===== config.mk =====
export PLATFORM = sky130hd
export DESIGN_NAME = countdown_timer_multi
export DESIGN_NICKNAME = d
export VERILOG_FILES = /design/src/rtl/countdown_timer_multi.sv
export SDC_FILE = /design/constraint.sdc
export NUM_CORES = 1
export LEC_CHECK = 0
export ABC_AREA = 1
export CAP_MARGIN = 25
export CORE_ASPECT_RATIO = 1.1
export CORE_MARGIN = 8
export CORE_UTILIZATION = 40
export CTS_CLUSTER_DIAMETER = 100
export DETAILED_ROUTE_END_ITERATION = 8
export PLACE_DENSITY_LB_ADDON = 0.05
export REMOVE_ABC_BUFFERS = 1
export SLEW_MARGIN = 20
export SYNTH_ARGS = -nofsm -noshare
export SYNTH_HDL_FRONTEND = slang
export SYNTH_SLANG_ARGS = --single-unit

===== constraint.sdc =====
create_clock -name clk -period 3.4 [get_ports clk]
set_input_delay 0.68 -clock clk [delete_from_list [all_inputs] [get_ports clk]]
set_output_delay 0.68 -clock clk [all_outputs]
set_load 0.01 [all_outputs]

===== src/rtl/countdown_timer_multi.sv =====
// Multi-channel countdown timer: NUM_CH encoder-preset channels sharing one tick prescaler,
// one PWM ramp and a two-digit multiplexed 7-segment display.
module countdown_timer_multi #(
  parameter int unsigned NUM_CH    = 3,
  parameter int unsigned SEL_W     = 2,
  parameter int unsigned CNT_W     = 7,
  parameter int unsigned MAX_COUNT = 99,
  parameter int unsigned TICK_DIV  = 1000000,
  parameter int unsigned DISP_DIV  = 10000
) (
  input  logic              clk,
  input  logic              reset,
  input  logic [NUM_CH-1:0] enc_a,
  input  logic [NUM_CH-1:0] enc_b,
  input  logic [NUM_CH-1:0] start,
  input  logic [NUM_CH-1:0] reload_mode,
  input  logic [SEL_W-1:0]  disp_sel,
  output logic [NUM_CH-1:0] pwm_out,
  output logic [NUM_CH-1:0] done_pulse,
  output logic [NUM_CH-1:0] running,
  output logic [6:0]        dis_out,
  output logic              dis_ctrl
);

  localparam int unsigned TickW = (TICK_DIV > 1) ? $clog2(TICK_DIV) : 1;
  localparam int unsigned DispW = (DISP_DIV > 1) ? $clog2(DISP_DIV) : 1;

  typedef enum logic [1:0] {StIdle, StRun, StPause, StDone} state_e;

  function automatic logic [6:0] seg7(input logic [3:0] d);
    logic [6:0] s;
    case (d)
      4'd0:    s = 7'h3F;
      4'd1:    s = 7'h06;
      4'd2:    s = 7'h5B;
      4'd3:    s = 7'h4F;
      4'd4:    s = 7'h66;
      4'd5:    s = 7'h6D;
      4'd6:    s = 7'h7D;
      4'd7:    s = 7'h07;
      4'd8:    s = 7'h7F;
      4'd9:    s = 7'h6F;
      default: s = 7'h00;
    endcase
    return s;
  endfunction

  // Two-stage synchronisers plus one delayed copy for edge detection
  logic [NUM_CH-1:0] a_s1_q, a_s2_q, a_d_q, b_s1_q, b_s2_q, st_s1_q, st_s2_q, st_d_q;
  logic [NUM_CH-1:0] a_rise, sedge;

  logic [TickW-1:0] tick_cnt_q, tick_cnt_d;
  logic             tick;
  logic [CNT_W-1:0] pwm_cnt_q, pwm_cnt_d;
  logic [DispW-1:0] disp_cnt_q, disp_cnt_d;
  logic             disp_wrap;

  state_e           state_q  [NUM_CH];
  state_e           state_d  [NUM_CH];
  logic [CNT_W-1:0] count_q  [NUM_CH];
  logic [CNT_W-1:0] count_d  [NUM_CH];
  logic [CNT_W-1:0] preset_q [NUM_CH];
  logic [CNT_W-1:0] preset_d [NUM_CH];
  logic [CNT_W-1:0] step_val [NUM_CH];
  logic [NUM_CH-1:0] blink_q, blink_d, done_q, done_d;

  logic             dis_ctrl_q, dis_ctrl_d;
  logic [6:0]       dis_out_q, dis_out_d;
  logic [CNT_W-1:0] disp_val;
  logic [3:0]       digit;
  logic             sel_ok;

  assign a_rise = a_s2_q & ~a_d_q;
  assign sedge  = st_s2_q & ~st_d_q;

  assign tick       = (tick_cnt_q == TickW'(TICK_DIV - 1));
  assign tick_cnt_d = tick ? '0 : tick_cnt_q + TickW'(1);
  assign pwm_cnt_d  = (pwm_cnt_q == CNT_W'(MAX_COUNT - 1)) ? '0 : pwm_cnt_q + CNT_W'(1);
  assign disp_wrap  = (disp_cnt_q == DispW'(DISP_DIV - 1));
  assign disp_cnt_d = disp_wrap ? '0 : disp_cnt_q + DispW'(1);

  // Saturating encoder step; B high at the A rising edge means counter-clockwise
  always_comb begin
    for (int i = 0; i < NUM_CH; i++) begin
      step_val[i] = count_q[i];
      if (a_rise[i] && !b_s2_q[i] && (count_q[i] < CNT_W'(MAX_COUNT))) begin
        step_val[i] = count_q[i] + CNT_W'(1);
      end else if (a_rise[i] && b_s2_q[i] && (count_q[i] != '0)) begin
        step_val[i] = count_q[i] - CNT_W'(1);
      end
    end
  end

  always_comb begin
    for (int i = 0; i < NUM_CH; i++) begin
      state_d[i]  = state_q[i];
      count_d[i]  = count_q[i];
      preset_d[i] = preset_q[i];
      blink_d[i]  = blink_q[i];
      done_d[i]   = 1'b0;
      unique case (state_q[i])
        StIdle: begin
          if (sedge[i]) begin
            if (count_q[i] != '0) state_d[i] = StRun;
          end else if (a_rise[i]) begin
            count_d[i]  = step_val[i];
            preset_d[i] = step_val[i];
          end
        end
        StRun: begin
          if (sedge[i]) begin
            state_d[i] = StPause;
          end else if (tick) begin
            if (count_q[i] <= CNT_W'(1)) begin
              done_d[i] = (count_q[i] == CNT_W'(1));
              if (reload_mode[i]) begin
                count_d[i] = preset_q[i];
              end else begin
                count_d[i] = '0;
                state_d[i] = StDone;
                blink_d[i] = 1'b1;
              end
            end else begin
              count_d[i] = count_q[i] - CNT_W'(1);
            end
          end
        end
        StPause: begin
          if (sedge[i]) begin
            state_d[i] = (count_q[i] == '0) ? StIdle : StRun;
          end else if (a_rise[i]) begin
            count_d[i] = step_val[i];
          end
        end
        StDone: begin
          if (sedge[i]) begin
            state_d[i] = StIdle;
            count_d[i] = preset_q[i];
          end else if (tick) begin
            blink_d[i] = ~blink_q[i];
          end
        end
        default: state_d[i] = StIdle;
      endcase
    end
  end

  always_comb begin
    for (int i = 0; i < NUM_CH; i++) begin
      running[i] = (state_q[i] == StRun);
      pwm_out[i] = 1'b0;
      if (state_q[i] == StRun || state_q[i] == StPause) begin
        pwm_out[i] = (pwm_cnt_q < count_q[i]);
      end else if (state_q[i] == StDone) begin
        pwm_out[i] = blink_q[i];
      end
    end
  end
  assign done_pulse = done_q;

  // Segment data is computed for the digit that dis_ctrl will select after this edge
  always_comb begin
    disp_val = '0;
    sel_ok   = 1'b0;
    for (int i = 0; i < NUM_CH; i++) begin
      if (32'(disp_sel) == i) begin
        disp_val = count_q[i];
        sel_ok   = 1'b1;
      end
    end
    dis_ctrl_d = disp_wrap ? ~dis_ctrl_q : dis_ctrl_q;
    digit      = dis_ctrl_d ? 4'(disp_val / CNT_W'(10)) : 4'(disp_val % CNT_W'(10));
    dis_out_d  = sel_ok ? seg7(digit) : 7'h00;
  end
  assign dis_out  = dis_out_q;
  assign dis_ctrl = dis_ctrl_q;

  always_ff @(posedge clk) begin
    if (reset) begin
      a_s1_q     <= '0;
      a_s2_q     <= '0;
      a_d_q      <= '0;
      b_s1_q     <= '0;
      b_s2_q     <= '0;
      st_s1_q    <= '0;
      st_s2_q    <= '0;
      st_d_q     <= '0;
      tick_cnt_q <= '0;
      pwm_cnt_q  <= '0;
      disp_cnt_q <= '0;
      blink_q    <= '0;
      done_q     <= '0;
      dis_ctrl_q <= 1'b0;
      dis_out_q  <= sel_ok ? 7'h3F : 7'h00;
      for (int i = 0; i < NUM_CH; i++) begin
        state_q[i]  <= StIdle;
        count_q[i]  <= '0;
        preset_q[i] <= '0;
      end
    end else begin
      a_s1_q     <= enc_a;
      a_s2_q     <= a_s1_q;
      a_d_q      <= a_s2_q;
      b_s1_q     <= enc_b;
      b_s2_q     <= b_s1_q;
      st_s1_q    <= start;
      st_s2_q    <= st_s1_q;
      st_d_q     <= st_s2_q;
      tick_cnt_q <= tick_cnt_d;
      pwm_cnt_q  <= pwm_cnt_d;
      disp_cnt_q <= disp_cnt_d;
      blink_q    <= blink_d;
      done_q     <= done_d;
      dis_ctrl_q <= dis_ctrl_d;
      dis_out_q  <= dis_out_d;
      for (int i = 0; i < NUM_CH; i++) begin
        state_q[i]  <= state_d[i];
        count_q[i]  <= count_d[i];
        preset_q[i] <= preset_d[i];
      end
    end
  end

endmodule

==> impl_metrics.csv <==
group,metric,value,unit
outcome,status,"complete, no violations",
layout,final_area,0.00933,sq mm
place,portBuffers,32,
layout,stdcell_count,1462,
sta,clock_skew,0.0120,ns
floorplanning,die-area,0.0240,sq mm
sta,layout_min_cycle_time,3.19,ns
clock_tree,clk_pin_slew,0.06,ns
yosys,synth_area_leaders,"dfxtp_1, inv_1, nand2_1",
floorplanning,die_h,162,um
yosys,synthesis.area,0.00772,sq mm
hold_path,min_path_type,"reg2reg",
floorplanning,start_util,40.6,%
hold_path,holdPathEnd,"st_s2_q[2]",
detailed_routing,drt_iter0_markers,389,
clock_tree,clk_latency,0.42,ns
sta,rsz0062_at_grt,"false",
layout,final_core_util,49.0,%
floorplanning,coreArea,0.0190,sq mm
layout,areaGrowthSynthToFinish,20.9,%
clock_tree,cts-root-buf,"clkbuf_16",
layout,diodes,0,
clock_tree,numCtsBuffers,17,
setup_path,timing.rr.start,"count_q[0][6]",
floorplanning,fp.dieW,148,um
place,hpwl,15100,um
sta,fin_tns_setup,0,ns
detailed_routing,firstDrtPassIters,7,
global_route,gr-total-overflow,0,
layout,drive_gt1_share,11.9,%
floorplanning,ios,33,
yosys,async_flop_share,0,%
sta,whs,0.402,ns
clock_tree,cts.sinks,127,
global_route,antenna_found_initial,0,
setup_path,crit_type,"reg2out",
layout,nets,1266,
place,dpl_cell_area,0.00862,sq mm
global_route,globalRouteTotalUtil,17.3,%
place,place_inst,1429,
sta,drv_slew,0,
power_and_ir_drop,vdd_drop_max,0.343,mV
sta,slew_headroom,51.6,%
detailed_routing,vias_per_cell,5.05,
detailed_routing,postRouteAntennaNets,0,
setup_path,critPathArrivalTime,2.51,ns
power_and_ir_drop,p_per_area,594,mW/mm^2
yosys,synth_cells,1125,
power_and_ir_drop,p_leak,4.15,nW
sta,fin_crit_sh,93.8,%
setup_path,endpoint_kind,"output port",
global_route,grt_pass1_wl,34200,um
setup_path,worstSetupStartpointType,"flip-flop",
run,drv_cap,0,
sta,hold_viol_final,0,
clock_tree,cts_buffer_depth,2,
yosys,yosys.area.top_type_share,32.9,%
global_route,grt_max_degree,55,
detailed_routing,vias,7389,
clock_tree,htreeDepth,4,
setup_path,reg2reg_to,"dis_out[3]",
setup_path,ff2ff_setup_slack,0.37,ns
yosys,ys.flop_type,"dfxtp_1",
yosys,synth_cell_types,52,
sta,finalSetupViolCount,0,
sta,max_freq,314,MHz
global_route,grt_pass1_vias,7040,
clock_tree,cts_tree,"built",
setup_path,worstPathMaxFanout,7,
yosys,syn_avg_cell_area,6.86,sq um
yosys,ys_seq_area_share,32.9,%
detailed_routing,totalWireLength,20100,um
setup_path,reg2reg_depth,26,
detailed_routing,wl_per_cell,13.8,um
sta,worst-slew-pin-transition,0.718,ns
setup_path,worstPathRequired,2.72,ns
yosys,ys_seq_elements,127,
yosys,ys_warn_count,0,
floorplanning,fp-row-count,53,
hold_path,hold_depth,2,
yosys,synth_enable_flop_cells,0,
detailed_routing,drc,0,
hold_path,min-delay-start,"st_s1_q[2]",
place,gp_congestion,0.837,
yosys,synth_top_cell_by_area,"dfxtp_1",
==> worst max-delay path by stage <==
stage / startpoint / to / slack, ns / depth (start not counted)
2_1_floorplan: disp_sel[1] / dis_out[3] / 0.14 / 27
3_3_place_gp: disp_sel[0] / dis_out[3] / -0.65 / 28
3_5_place_dp: disp_sel[0] / dis_out[3] / -0.72 / 28
4_1_cts: disp_sel[0] / dis_out[3] / 0.09 / 29
5_1_grt: disp_sel[0] / dis_out[3] / 0.007 / 28
6_report: count_q[0][9] / pwm_out[1] / 0.21 / 8
==> synth_stat cells, types with 3 or more instances <==
library cell	number
inv_1	177
nand2_1	174
nor2_1	158
dfxtp_1	127
o21ai_0	67
nand3_1	65
a21oi_1	63
ha_1	48
xor2_1	26
nor3_1	25
clkbuf_1	17
o211ai_1	17
a211oi_1	16
nand4_1	15
a221oi_1	12
a31oi_1	10
clkinv_1	10
nand2_2	10
nor3b_1	8
nor4_1	8
a2111oi_0	6
or2_2	6
nand3_2	5
inv_2	4
o2111ai_1	4
o22ai_1	4
buf_1	3
buf_4	3
nand2_4	3
o21bai_1	3
o41ai_1	3
==> metrics by stage <==
step           setup slack, ns  power, mW
3_5_place_dp            -0.721       3.69
6_report                 0.211       5.54
3_3_place_gp            -0.653       3.71
2_1_floorplan            0.143       2.99
4_1_cts                 0.0933       5.56
5_1_grt                0.00721       5.94
==> cell type report <==
cell class                      count  area (sq um)
Timing Repair Buffer               83           697
Fill cell                        1890          9700
Inverter                          191           724
Sequential cell                   127          2550
Tap cell                          247           309
Clock inverter                     13           138
Clock buffer                       19           453
Multi-Input combinational cell    782          4460
==> cell usage in the layout, fill, tap and decap left out, types with 10 or more instances in the layout <==
master,count
ha_1,48
a221oi_1,12
nand4_1,15
buf_4,50
xor2_1,26
dfxtp_1,123
nand3_1,59
nor3_1,25
inv_1,175
a21oi_1,63
o211ai_1,17
a31oi_1,10
clkbuf_16,17
clkdlybuf4s50_1,29
a211oi_1,16
nor2_1,157
nand2_2,14
o21ai_0,67
nand2_1,168
==> logic make-up (layout without fill, tap and decap cells) <==
group	after synthesis	count (layout)	share of synthesized area [%]
AO/OA/AOI/OAI	222	222	17.7
XOR/XNOR	27	27	3.06
adder cells (fa/ha/maj)	48	48	7.78
buffers and inverters	216	306	10.7
flip-flops	127	127	32.9
AND/OR/NAND/NOR	485	485	27.9
==> per-layer routing <==
metal | GRT usage, % | wire length, um
met5 | 0 | 0
met4 | 5.80 | 344
met3 | 3.48 | 574
met2 | 29.6 | 9810
met1 | 21.3 | 9390
==> power breakdown <==
| group | total (mW) | internal, mW | switching [mW] |
|---|---|---|---|
| Combinational | 1.98 | 0.786 | 1.19 |
| Sequential | 1.73 | 1.62 | 0.111 |
| Clock | 1.83 | 1.12 | 0.714 |
| Total | 5.54 | 3.52 | 2.02 |
==> state kept, by name, indices dropped and copies added (netlist names) <==
| register | count |
|---|---|
| count_q | 21 |
| b_s1_q | 3 |
| b_s2_q | 3 |
| done_pulse | 3 |
| st_s1_q | 3 |
| pwm_cnt_q | 7 |
| a_s1_q | 3 |
| blink_q | 3 |
| disp_cnt_q | 14 |
| st_s2_q | 3 |
| a_s2_q | 3 |
| dis_out | 7 |
| dis_ctrl | 1 |
| state_q | 6 |
| preset_q | 21 |
| st_d_q | 3 |
| a_d_q | 3 |
| tick_cnt_q | 20 |
==> critical path: stages, from the launching register on <==
cell,delay (ns)
dfxtp_1,0.44
inv_1,0.20
ha_1,0.33
a21oi_1,0.15
nand2_1,0.08
nand4_1,0.07
o2111ai_1,0.12
o31ai_1,0.11
clkdlybuf4s50_1,0.60
==> timing repair <==
item                                    CTS  global route
setup buffers                             0             1
pin swaps                                 0             8
gates resized for setup                   4            41
hold buffers                              0             0
endpoints found under the setup margin    7             8
(Power assumes the default switching activity.)
